==> config.mk <==
export PLATFORM = sky130hd
export DESIGN_NAME = ifid_hazard_ctrl
export DESIGN_NICKNAME = d
export VERILOG_FILES = /design/src/rtl/ifid_hazard_ctrl.sv
export SDC_FILE = /design/constraint.sdc
export NUM_CORES = 1
export LEC_CHECK = 0
export ABC_AREA = 1
export CAP_MARGIN = 20
export CORE_ASPECT_RATIO = 1.75
export CORE_MARGIN = 10
export CORE_UTILIZATION = 37
export DETAILED_ROUTE_END_ITERATION = 10
export PLACE_DENSITY = 0.87
export SYNTH_ARGS = -nofsm -noshare
export SYNTH_HDL_FRONTEND = slang
export SYNTH_SLANG_ARGS = --single-unit
==> constraint.sdc <==
create_clock -name clk -period 1.6 [get_ports clk]
set_input_delay 0.24 -clock clk [delete_from_list [all_inputs] [get_ports clk]]
set_output_delay 0.24 -clock clk [all_outputs]
set_load 0.005 [all_outputs]
==> src/rtl/ifid_hazard_ctrl.sv <==
// ifid_hazard_ctrl: front-end stall/flush sequencer for the PC and IF/ID buffer, with ID/EX bubbles.
// Optional perf counters are enabled with PIPE_PERF_EN. Revision 1.0.
`default_nettype none

module ifid_hazard_ctrl #(
   parameter int LU_CYC   = 1,
   parameter int IMEM_TMO = 255
) (
   input  logic        clk,
   input  logic        rst,
   input  logic [4:0]  id_rs,
   input  logic [4:0]  id_rt,
   input  logic        id_uses_rt,
   input  logic        ex_memread,
   input  logic [4:0]  ex_rt,
   input  logic        branch_taken,
   input  logic        imem_ready,
   input  logic        ext_hold,
   output logic        pc_we,
   output logic        ifid_we,
   output logic        ifid_flush,
   output logic        idex_bubble,
   output logic [1:0]  state,
   output logic        imem_err,
   output logic [31:0] stall_cycles,
   output logic [31:0] flush_count
);

   typedef enum logic [1:0] {
      S_RUN  = 2'd0,
      S_LU   = 2'd1,
      S_WAIT = 2'd2,
      S_HOLD = 2'd3
   } state_t;

   localparam logic [1:0] c_LU_INIT = 2'(LU_CYC - 1);
   localparam logic [7:0] c_TMO     = 8'(IMEM_TMO);

   state_t     r_state, w_next;
   logic [1:0] r_lu_cnt, w_lu_next;
   logic [7:0] r_wait_cnt, w_wait_next;
   logic       r_err, w_err_next;
   logic       w_hz, w_br;

   assign w_hz = ex_memread && (ex_rt != 5'd0) &&
                 ((ex_rt == id_rs) || (id_uses_rt && (ex_rt == id_rt)));

   always_comb begin
      pc_we       = 1'b1;
      ifid_we     = 1'b1;
      ifid_flush  = 1'b0;
      idex_bubble = 1'b0;
      w_next      = r_state;
      w_lu_next   = r_lu_cnt;
      w_wait_next = r_wait_cnt;
      w_err_next  = r_err;
      w_br        = 1'b0;
      if (rst) begin
         pc_we       = 1'b0;
         ifid_flush  = 1'b1;
         idex_bubble = 1'b1;
      end else if (branch_taken) begin
         ifid_flush  = 1'b1;
         idex_bubble = 1'b1;
         w_br        = 1'b1;
         w_next      = S_RUN;
         w_lu_next   = 2'd0;
         w_wait_next = 8'd0;
      end else if (ext_hold) begin
         pc_we       = 1'b0;
         ifid_we     = 1'b0;
         idex_bubble = 1'b1;
         w_next      = S_HOLD;
      end else if (r_state == S_LU) begin
         // Committed stall: hazard and imem status are ignored until the count runs out.
         pc_we       = 1'b0;
         ifid_we     = 1'b0;
         idex_bubble = 1'b1;
         w_lu_next   = r_lu_cnt - 2'd1;
         if (r_lu_cnt <= 2'd1)
            w_next = S_RUN;
      end else if (w_hz) begin
         pc_we       = 1'b0;
         ifid_we     = 1'b0;
         idex_bubble = 1'b1;
         w_lu_next   = c_LU_INIT;
         if (LU_CYC > 1)
            w_next = S_LU;
         else
            w_next = imem_ready ? S_RUN : S_WAIT;
      end else if (!imem_ready) begin
         pc_we      = 1'b0;
         ifid_flush = 1'b1;
         w_next     = S_WAIT;
         if (r_wait_cnt < c_TMO) begin
            w_wait_next = r_wait_cnt + 8'd1;
            if (r_wait_cnt + 8'd1 == c_TMO)
               w_err_next = 1'b1;
         end
      end else begin
         w_next      = S_RUN;
         w_wait_next = 8'd0;
      end
   end

   always_ff @(posedge clk) begin
      if (rst) begin
         r_state    <= S_RUN;
         r_lu_cnt   <= 2'd0;
         r_wait_cnt <= 8'd0;
         r_err      <= 1'b0;
      end else begin
         r_state    <= w_next;
         r_lu_cnt   <= w_lu_next;
         r_wait_cnt <= w_wait_next;
         r_err      <= w_err_next;
      end
   end

   assign state    = r_state;
   assign imem_err = r_err;

`ifdef PIPE_PERF_EN
   logic [31:0] r_stall_cycles, r_flush_count;

   always_ff @(posedge clk) begin
      if (rst) begin
         r_stall_cycles <= 32'd0;
         r_flush_count  <= 32'd0;
      end else begin
         if (!pc_we)
            r_stall_cycles <= r_stall_cycles + 32'd1;
         if (w_br)
            r_flush_count <= r_flush_count + 32'd1;
      end
   end

   assign stall_cycles = r_stall_cycles;
   assign flush_count  = r_flush_count;
`else
   assign stall_cycles = 32'd0;
   assign flush_count  = 32'd0;
`endif

endmodule

`default_nettype wire

# Word-level counts from Yosys, hierarchy flattened
# Index checks and enable logic that the tools add are counted.
# totals
regBits	13
in_bits	22
out_inout_bits	71
wordCells	59
# classes
n_addsub	2
order_cmp	2
n_eq_ne	5
n_mux	30
bitwise	5
n_reduce_logical	11
# ops
operator	count
1-bit two-way mux	22
8-bit two-way mux	2
2-bit two-way mux	6
5-bit equality test	2
8-bit by 1-bit adder with 8-bit output (second input constant)	1
8-bit equality test (second input constant)	1
8-bit less-than comparator (second input constant)	1
7-bit AND reduction	1
1-bit inverter	5
5-bit nonzero test	1
4-bit AND reduction	1
2-bit nonzero test	2
1-bit logical AND	3
3-bit by 2-bit != test with 1-bit output (second input constant)	1
2-bit by 1-bit equality test with 1-bit output (second input constant)	1
2-bit by 1-bit <= comparator with 1-bit output (second input constant)	1
2-bit AND reduction	1
2-bit OR reduction	1
2-bit by 1-bit subtractor with 2-bit output (second input constant)	1
1-bit logical OR	1

# Longest topological paths before layout
# Gate-level depths: netlist (run 1).
# depth
word_depth	9
mapped_depth	12
depth_no_buf	12

# Least setup slack after synthesis (run 1)
# Ideal clock, no wire load.
# synth_timing
path_kind	register to register
start	reg r_wait_cnt[0]
end	reg r_wait_cnt[7]
setup_time_ps	114
arrival_ps	1303
t_required_ps	1486
setup_slack_ps	183
path_stages_with_launch	11
n_path_buf	0
period_less_slack_ps	1417
cell_sequence	dfxtp_1 -> ha_1 -> nand2_1 -> nor2_2 -> nand3_1 -> o21ai_2 -> inv_2 -> nand3_4 -> nand2_1 -> nand2_1 -> nor2_1
# synth_between
elab_chain_cells	3
word_cells_on_any_way	6
classes_between	add/sub (1); order compare (1); mux (2); reduce/logical (2)
# synth_lines
element	line_no	text
start, declared	41	logic [7:0] r_wait_cnt, w_wait_next;
start signal, assigned	115	r_wait_cnt <= w_wait_next;
8-bit by 1-bit adder with 8-bit output / 8-bit less-than comparator (equally long branches)	96, 95	
8-bit two-way mux / 2-bit nonzero test (equally long branches)	-	
8-bit two-way mux / 4-bit AND reduction (equally long branches)	-	
# Parallel ways exist; a longest one is shown, timed or not. The select of a mux whose other input is x is not followed.
# A chain may end at the register's enable or synchronous reset.

# Worst setup path in the final report (run 1)
# layout_timing
start	in id_rt[1]
end	out idex_bubble
# layout_between
elab_chain_cells	9
# layout_lines
element	line_no	text
start, declared	12	input logic [4:0] id_rt,
5-bit equality test	46	((ex_rt == id_rs) || (id_uses_rt && (ex_rt == id_rt)));
1-bit logical AND	46	
1-bit logical OR	46	
1-bit logical AND	45	assign w_hz = ex_memread && (ex_rt != 5'd0) &&
1-bit two-way mux	82	end else if (w_hz) begin
1-bit two-way mux	74	end else if (r_state == S_LU) begin
1-bit two-way mux	69	end else if (ext_hold) begin
1-bit two-way mux	62	end else if (branch_taken) begin
1-bit two-way mux	58	if (rst) begin
end, declared	22	output logic idex_bubble,
# No other way between the ends.

==> run_results.csv, run 1 <==
group,metric,value,unit
run_status,outcome,"finished clean",
synthesis,synthMostInstantiatedCell,"buf_4",
worst_setup_path,timing.rr.start,"r_wait_cnt[1]",
clock_network,root_buffer,"clkbuf_8",
routing,first_iter_violations,43,
clock_network,insertion_delay,0.26,ns
sta,finalWorstSetupSlack,0.130,ns
sta,max_freq,0.680,GHz
pwr,clock_power_share,34.9,%
routing,drcViolationCount,0,
sta,post-route-min-period,1.47,ns
pwr,power_frac_comb,27.2,%
synthesis,seq_area_frac_synth,17.3,%
worst_setup_path,cp_data_arrival_time,1.23,ns
job,cap_violations,0,
min_path,hp-start,"r_lu_cnt[1]",
clock_network,cts_buffers,3,
worst_setup_path,reg2reg_depth,13,
worst_setup_path,cp_common_cell,"nand2_1",
finish,areaGrowthSynthToFinish,16.2,%
finish,final_core_util,44.7,%
sta,finalCritPeriodShare,91.9,%
finish,layout.nets,317,
global_routing,antenna_found_initial,0,
global_routing,grt_pass1_wl,5920,microns
floorplan,die_h,104,microns
pwr,pwr-share-seq,37.9,%
worst_setup_path,cp_top_family,"simple AND/OR/NAND/NOR gates",
global_routing,grt_usage,10.3,%
floorplan,io_pins,93,
placed_design,dp_hpwl,3480,microns
pwr,switching_share,31.5,%
routing,vias_per_cell,4.32,
clock_network,clockBufferDepth,2,
global_routing,grt_max_degree,10,
pwr,switchingPower,0.277,mW
worst_setup_path,path_cells,"clkdlybuf4s15_1, inv_1, nand2_1, nand2_1, nor2_1, nand3_1, nand2_1, nand2_2, buf_4, nand4_1, buf_2",
worst_setup_path,end_kind,"output pin",
sta,slew_viol_final,0,
worst_setup_path,start_kind,"primary input",
synthesis,synthArstFlopShare,0,%
placed_design,place_congestion,0.923,
pwr,p_int,0.600,mW
min_path,hold_depth,2,
floorplan,core_area,3900,sq um
synthesis,synthCells,243,
worst_setup_path,required,1.36,ns
global_routing,grt-ovfl-total,0,
worst_setup_path,critical_path_class,"in2out",
placed_design,place_area,1730,sq um
synthesis,synth_top_area_cell,"buf_4",
floorplan,num_rows,30,
routing,detail-route-antenna-nets,0,
min_path,hold_end,"r_lu_cnt[1]",
worst_setup_path,worst_r2r_endpoint,"imem_err",
synthesis,avgSynthCellArea,6.18,sq um
floorplan,fp.dieW,68.2,microns
finish,final_cell_area,1750,sq um
worst_setup_path,crit_path_max_fanout,4,
worst_setup_path,r2r_slack,0.15,ns
placed_design,numPortBuffers,28,
finish,drive_above_1_share,20.3,%
global_routing,grt_pass1_vias,1406,
pwr,ir_drop,0.000291,V
sta,hold_viol_final,0,
worst_setup_path,slowest_stage,"clkdlybuf4s15_1",
placed_design,post-place-ws,-0.702,ns
synthesis,synth_cell_types,27,
sta,tns,0,ns
routing,drt-total-wl,4070,microns
clock_network,htree_num_levels,1,
worst_setup_path,crit_buf_inv,4,
sta,skew,0.00427,ns
worst_setup_path,slowest_delay,0.19,ns
sta,grt_setup_unrepaired,"true",
clock_network,clock-sinks,13,
clock_network,clk_pin_slew_worst_paths,0.06,ns
synthesis,ys.flop_type,"dfxtp_1",
min_path,hp-class,"reg2reg",
synthesis,synth.area.top_cells,"buf_4, dfxtp_1, nand2_1",
synthesis,syn_area,1500,sq um
clock_network,cts_hold_buf,0,
synthesis,synth_seq_cells,13,
finish,stdcell_count,339,
routing,routedWlPerCell,12.0,microns
synthesis,ys_warn_count,0,
synthesis,yosys-top-cells-count,"buf_4, nand2_1, inv_1, nor2_1, dfxtp_1",
synthesis,synth-edff-count,0,
placed_design,placedCellCount,333,
pwr,p_leak,0.954,nW
pwr,power,0.877,mW
routing,firstDrtPassIters,4,
floorplan,dieArea,7110,sq um
pwr,powerDensity,502,nW/um^2
finish,antenna_cells,0,
floorplan,initial_core_util,38.5,%
sta,setup_viol,0,
sta,hold_ws,0.460,ns
synthesis,netlist.area_leader.share,32.0,%
routing,via_count,1465,
clock_network,cts_tree,"built",
-- registers in the layout (all words and copies together) (netlist names) --
name	cells
imem_err	1
r_lu_cnt	2
r_wait_cnt	8
state	2
-- cell type report --
type	count	area (sq um)
clock buffers	4	45.0
fillers	410	2160
inverters	34	128
multi-input cells	192	885
flip-flops and latches	13	260
well taps	48	60.1
repair buffers	48	369
-- cell families after synthesis --
| logic type | share of synthesized area (%) |
|---|---|
| compound gates | 6.24 |
| xor+xnor | 1.17 |
| fa+ha+maj | 2.50 |
| buf+inv | 41.8 |
| flops | 17.3 |
| other cells | 0.250 |
| simple gates | 30.7 |
-- cell usage in the layout (no fill, tap or decap), types with 2 or more instances in the layout --
cell,n
dfxtp_1,13
inv_1,26
a21oi_1,10
clkbuf_2,9
nand4_1,10
nand2_1,55
conb_1,64
nand2_2,3
inv_2,7
buf_2,6
nor2_1,21
nand3_1,8
o21ai_1,2
clkbuf_8,3
clkdlybuf4s15_1,4
nor2_2,3
nand3_2,2
ha_1,2
clkdlybuf4s50_1,7
buf_4,19
-- power by group through the flow --
stage | clock network (mW) | registers, mW | logic (mW)
final | 0.306 | 0.332 | 0.239
after global routing | 0.329 | 0.333 | 0.267
after CTS | 0.315 | 0.332 | 0.231
after detailed placement | 0 | 0.339 | 0.239
after global placement | 0 | 0.339 | 0.236
after floorplan | 0 | 0.339 | 0.229
-- timing repair --
action / CTS / global route
pin swaps: 10 / 13
resized for setup: 47 / 31
setup endpoints to repair: 4 / 13
buffers inserted: 1 / 1
-- tightest hold or removal path, cell delays in order, from the launching register on --
cell	delay [ns]
dfxtp_1	0.31
nand2_1	0.06
a21oi_1	0.05
-- per-layer routing --
metal / up-vias / GRT usage, % / wire length (microns)
li1: 720 / - / -
met1: 648 / 10.0 / 1570
met2: 88 / 18.5 / 1950
met3: 9 / 3.02 / 463
met4: 0 / 4.34 / 81
met5: - / 0 / 0
-- how the worst max path moves through the flow --
| stage | start | to | slack (ns) | cells after the start |
|---|---|---|---|---|
| 2_1_floorplan | r_wait_cnt[0] | r_wait_cnt[7] | 0.18 | 10 |
| 3_3_place_gp | ex_rt[2] | pc_we | -0.72 | 9 |
| 3_5_place_dp | ex_rt[2] | ifid_flush | -0.70 | 9 |
| 4_1_cts | ex_rt[4] | pc_we | 0.001 | 11 |
| 5_1_grt | ex_rt[3] | pc_we | -0.007 | 9 |
| 6_report | id_rt[1] | idex_bubble | 0.13 | 11 |
Note: power is estimated with default switching activity, not from simulation.
==> run 2: changes to the inputs <==
GPL_ROUTABILITY_DRIVEN = 0   (was not set)
TNS_END_PERCENT = 20   (was not set)
==> run_results.csv, run 2 (synthesized netlist as in run 1, its figures left out) <==
group,metric,value,unit
run_status,outcome,"finished clean",
worst_setup_path,crit_path_max_fanout,5,
placed_design,numPortBuffers,28,
routing,detail-route-antenna-nets,0,
clock_network,root_buffer,"clkbuf_8",
pwr,powerDensity,497,nW/um^2
placed_design,dp_hpwl,3430,microns
finish,drive_above_1_share,17.9,%
worst_setup_path,start_kind,"primary input",
sta,hold_ws,0.465,ns
min_path,hp-class,"reg2reg",
sta,skew,0.00177,ns
floorplan,fp.dieW,68.2,microns
pwr,ir_drop,0.000411,V
floorplan,die_h,104,microns
clock_network,htree_num_levels,1,
job,cap_violations,0,
sta,hold_viol_final,0,
finish,largest_reg_flops,8,
sta,slew_viol_final,0,
finish,ff_latch_area,260,sq um
worst_setup_path,cp_top_family,"buffers and inverters",
worst_setup_path,critical_path_class,"in2out",
finish,multi_input_area,875,sq um
floorplan,core_area,3900,sq um
sta,finalCritPeriodShare,96.9,%
finish,final_core_util,44.8,%
routing,vias_per_cell,4.36,
clock_network,cts_tree,"built",
floorplan,initial_core_util,38.5,%
finish,mostFrequentLayoutCell,"conb_1",
sta,grt_setup_unrepaired,"true",
clock_network,clk_pin_slew_worst_paths,0.06,ns
finish,most-common-layout-cells,"conb_1, nand2_1, inv_1",
clock_network,clock-sinks,13,
finish,areaGrowthSynthToFinish,16.5,%
floorplan,io_pins,93,
pwr,p_leak,0.957,nW
floorplan,dieArea,7110,sq um
worst_setup_path,required,1.36,ns
global_routing,antenna_found_initial,0,
pwr,power,0.870,mW
global_routing,grt_pass1_vias,1385,
finish,antenna_cells,0,
routing,routedWlPerCell,11.9,microns
floorplan,num_rows,30,
global_routing,grt-ovfl-total,0,
worst_setup_path,cp_data_arrival_time,1.31,ns
worst_setup_path,crit_buf_inv,2,
worst_setup_path,slowest_delay,0.26,ns
global_routing,grt_usage,10.0,%
sta,max_freq,0.645,GHz
clock_network,cts_hold_buf,0,
clock_network,clockBufferDepth,2,
finish,layout.nets,317,
routing,firstDrtPassIters,4,
finish,fillers,405,
routing,first_iter_violations,52,
routing,drcViolationCount,0,
worst_setup_path,path_cells,"dlygate4sd2_1, xnor2_2, nand3_1, nand2_1, nand2_2, nand4_1, a21oi_2, buf_2",
worst_setup_path,end_kind,"output pin",
clock_network,cts_buffers,3,
finish,top_register,"r_wait_cnt",
global_routing,grt_max_degree,10,
routing,via_count,1479,
routing,drt-total-wl,4020,microns
sta,post-route-min-period,1.55,ns
worst_setup_path,slowest_stage,"dlygate4sd2_1",
sta,setup_viol,0,
global_routing,grt_pass1_wl,5830,microns
clock_network,insertion_delay,0.24,ns
run 2: changes by cell type in the layout (fill, tap and decap cells not counted), moves of 2 or more:
cell and delta:
clkbuf_2 -4, clkdlybuf4s15_1 +2, nand2_1 +2, nand2_2 -2
run 2: final cells by class:
| cell class | instances | area share [%] |
|---|---|---|
| clock buffer | 4 | 2.57 |
| inverter | 34 | 7.29 |
| multi-input combinational | 192 | 50.0 |
| sequential | 13 | 14.9 |
| tap | 48 | 3.43 |
| timing repair buffer | 48 | 21.9 |
run 2: through the flow:
| step | TNS, ns | setup WS (ns) | cell area (sq um) | std cells |
|---|---|---|---|---|
| detailed placement | -5.08 | -0.692 | 1720 | 332 |
| global placement | -4.76 | -0.699 | 1720 | 332 |
| CTS | -0.00267 | -0.00267 | 1760 | 338 |
| floorplan | 0 | 0.183 | 1740 | 306 |
| finish | 0 | 0.0504 | 1750 | 339 |
| global route | -0.0134 | -0.0134 | 1750 | 339 |
run 2: tightest hold or removal path, stage by stage, from the launching register on:
cell and delay (ns):
dfxtp_1 0.31, nand2_1 0.06, a21oi_1 0.05
run 2: metal layers:
metal	track usage, %	share of wire [%]
met5	0	0
met4	4.19	2.4
met3	2.70	13
met2	17.6	46
met1	10.4	39
run 2: repair_timing:
| item | 4_1_cts | 5_1_grt |
|---|---|---|
| pin swaps | 10 | 13 |
| endpoints found under the setup margin | 5 | 9 |
| gates resized for setup | 49 | 21 |
| buffers inserted | 2 | 1 |
| cloned | 0 | 0 |
run 2: final timing paths:
check | from | end | slack (ns) | cells after the start
min | r_lu_cnt[1] | r_lu_cnt[1] | 0.46 | 2
max | id_rs[2] | pc_we | 0.05 | 8
min reg2reg | r_lu_cnt[1] | r_lu_cnt[1] | 0.46 | 2
max reg2reg | r_wait_cnt[0] | imem_err | 0.15 | 13
run 2: report_power, final:
part / switching (mW) / internal [mW]
sequential: 0.00292 / 0.329
combinational: 0.144 / 0.0972
clock: 0.121 / 0.176
==> run 3: changes to the inputs <==
ABC_CLOCK_PERIOD_IN_PS = 1600   (was not set)
CTS_CLUSTER_SIZE = 14   (was not set)
==> results of run 3 <==
Final layout, timing and power as in run 2 (identical DEF).
==> edit (config.mk and constraints of run 3) <==
Build with the macro `PIPE_PERF_EN` defined.
--- a/src/rtl/ifid_hazard_ctrl.sv
+++ b/src/rtl/ifid_hazard_ctrl.sv
@@ -1,6 +1,8 @@
 // ifid_hazard_ctrl: front-end stall/flush sequencer for the PC and IF/ID buffer, with ID/EX bubbles.
 // Optional perf counters are enabled with PIPE_PERF_EN. Revision 1.0.
 `default_nettype none
+
+`define PIPE_PERF_EN
 
 module ifid_hazard_ctrl #(
    parameter int LU_CYC   = 1,
Formal check against the unedited RTL: not equivalent (Yosys sat finds a counterexample within 4 cycles, from zero or initial values and one cycle with rst high).
==> edit against run 3 <==
  * The run now ends with setup timing left
  * Sequential share of layout area increased by 7.0 points
  * Maximum frequency decreased by 9.6%
  * Design area grew to 4.2 times the old value
  * Setup slack got worse by 0.16 ns
  * Final cell count rose to 3.3 times the old value
  * Total power increased to 5.3 times the old value
  * Critical path depth rose by 3
  * Sequential cell count increased by 64
  * Register-to-register slack got worse by 0.26 ns
  * Wire length grew to 4.0 times the old value
  * Synthesized area rose to 3.1 times the old value
  * Largest cell class unchanged
==> edit: results (changes against run 3) <==
<table>
<tr><th>Metric</th><th>Value</th></tr>
<tr><th colspan="2">STA</th></tr>
<tr><td>Setup violation total in the final timing report</td><td>8 (+8)</td></tr>
<tr><td>Final worst slack</td><td>-0.1145 ns (-0.1649 ns)</td></tr>
<tr><th colspan="2">Placement</th></tr>
<tr><td>Number of placed instances with taps included</td><td>1095 (+230%)</td></tr>
<tr><td>Post-Place Cell Area</td><td>0.006425 mm^2 (+270%)</td></tr>
<tr><td>IO buf count</td><td>92 (+230%)</td></tr>
<tr><th colspan="2">Synth</th></tr>
<tr><td>Sequential cell area fraction in the yosys report</td><td>33.22% (+16 points)</td></tr>
<tr><td>Top cells by instance count after synthesis</td><td>nand2_1, nor2_1, inv_1</td></tr>
<tr><td>Largest cells by area after synthesis</td><td>dfxtp_1, nand2_1, nor2_1</td></tr>
<tr><td>Dominant cell by count in the synthesized netlist</td><td>nand2_1</td></tr>
<tr><th colspan="2">Outcome</th></tr>
<tr><td>Violated checks</td><td>setup timing</td></tr>
<tr><td>Result of the run</td><td>finished, violations left</td></tr>
<tr><th colspan="2">Global routing</th></tr>
<tr><td>First-pass GRT wire length</td><td>25.22 mm (+330%)</td></tr>
<tr><td>Total global routing track utilization</td><td>17.05% (+7.0 points)</td></tr>
<tr><td>Antenna violations before repair</td><td>1 (+1)</td></tr>
<tr><th colspan="2">Detailed routing</th></tr>
<tr><td>Wire per inst</td><td>14.28 um (+20%)</td></tr>
<tr><td>Average vias per placed instance</td><td>5.065 (+16%)</td></tr>
<tr><td>Total iterations of the first detailed-routing run</td><td>5 (+1)</td></tr>
<tr><td>Drt initial violations</td><td>289 (+460%)</td></tr>
<tr><th colspan="2">Hold path</th></tr>
<tr><td>Hold crit path type</td><td>input pin to flop</td></tr>
<tr><td>Source of the worst hold timing path</td><td>imem_ready</td></tr>
<tr><th colspan="2">Setup path</th></tr>
<tr><td>Worst setup path category</td><td>flop to flop</td></tr>
<tr><th colspan="2">Layout</th></tr>
<tr><td>Synthesis-to-finish area growth</td><td>57.64%</td></tr>
<tr><td>Net count, final</td><td>983 (+210%)</td></tr>
<tr><td>Fraction of layout instances using a drive strength above 1</td><td>28.72% (+11 points)</td></tr>
<tr><td>Final standard cell count with taps included and fillers excluded</td><td>1130 (+230%)</td></tr>
<tr><th colspan="2">Power and ir drop</th></tr>
<tr><td>Internal</td><td>0.003505 W (+480%)</td></tr>
<tr><td>Max rail drop VDD</td><td>0.4973 mV (+21%)</td></tr>
<tr><th colspan="2">Clock network</th></tr>
<tr><td>Number of buffers added by the clock tree synthesis step</td><td>9 (+6)</td></tr>
<tr><td>Library cell used as clock root buffer</td><td>clkbuf_16</td></tr>
</table>
## edit: cell type report
class | count | share of cell area (%)
clock inverter | 6 | 1.283
timing repair buffer | 205 | 24.03
sequential | 77 | 21.86
multi-input combinational | 541 | 40.52
antenna | 1 | 0.03421
tap | 168 | 2.873
clock buffer | 10 | 3.130
inverter | 122 | 6.277
## edit: final timing paths
kind                        end  slack (ns)  depth (start not counted)
hold reg to reg     r_lu_cnt[1]        0.48                          2
setup / recovery       imem_err       -0.11                         11
hold / removal    r_wait_cnt[1]        0.41                          5
setup reg to reg       imem_err       -0.11                         11
## edit: cells by family after synthesis
kind of cell | after synthesis | share of synthesized area, %
flops | 77 | 33.22
simple gates | 457 | 43.41
buf+inv | 137 | 11.38
compound gates | 61 | 7.253
fa+ha+maj | 5 | 1.348
xor+xnor | 18 | 3.397
## edit: metal layers
layer	wire (um)	track usage, %
met3	871	3.517
met5	0	0
met1	5612	15.33
met2	8847	33.07
met4	809	11.33
## edit: per-stage QoR
stage	worst slack [ns]	hold slack [ns]	TNS [ns]
after CTS	-0.04937	0.4869	-0.3023
after global routing	-0.2040	0.4411	-3.374
after detailed placement	-0.7490	0.4744	-26.84
after floorplan	-0.02644	0.4304	-0.05286
after global placement	-0.7083	0.4624	-23.63
final	-0.1145	0.4063	-0.3561
## edit: critical path: stages (launching register included)
cell,delay [ns]
dfxtp_2,0.35
ha_4,0.15
nand3_2,0.09
inv_2,0.08
nand3_4,0.07
buf_4,0.16
xor2_2,0.16
nor2_1,0.14
nand4_1,0.16
nor2_2,0.14
nor2_1,0.05
nor2_1,0.08
## edit: what timing repair did
action | CTS | global route
hold buffers | 0 | 0
pin swaps | 29 | 34
resized for setup | 116 | 106
endpoints found under the setup margin | 50 | 67
buffers inserted | 12 | 8
cloned | 0 | 0
## edit: power by group through the flow
stage	combinational, W	clock, W	sequential [W]
finish	0.000441	0.00225	0.00194
global route	0.000480	0.00236	0.00194
CTS	0.000404	0.00227	0.00194
detailed placement	0.000389	0	0.00199
global placement	0.000380	0	0.00198
floorplan	0.000168	0	0.00199
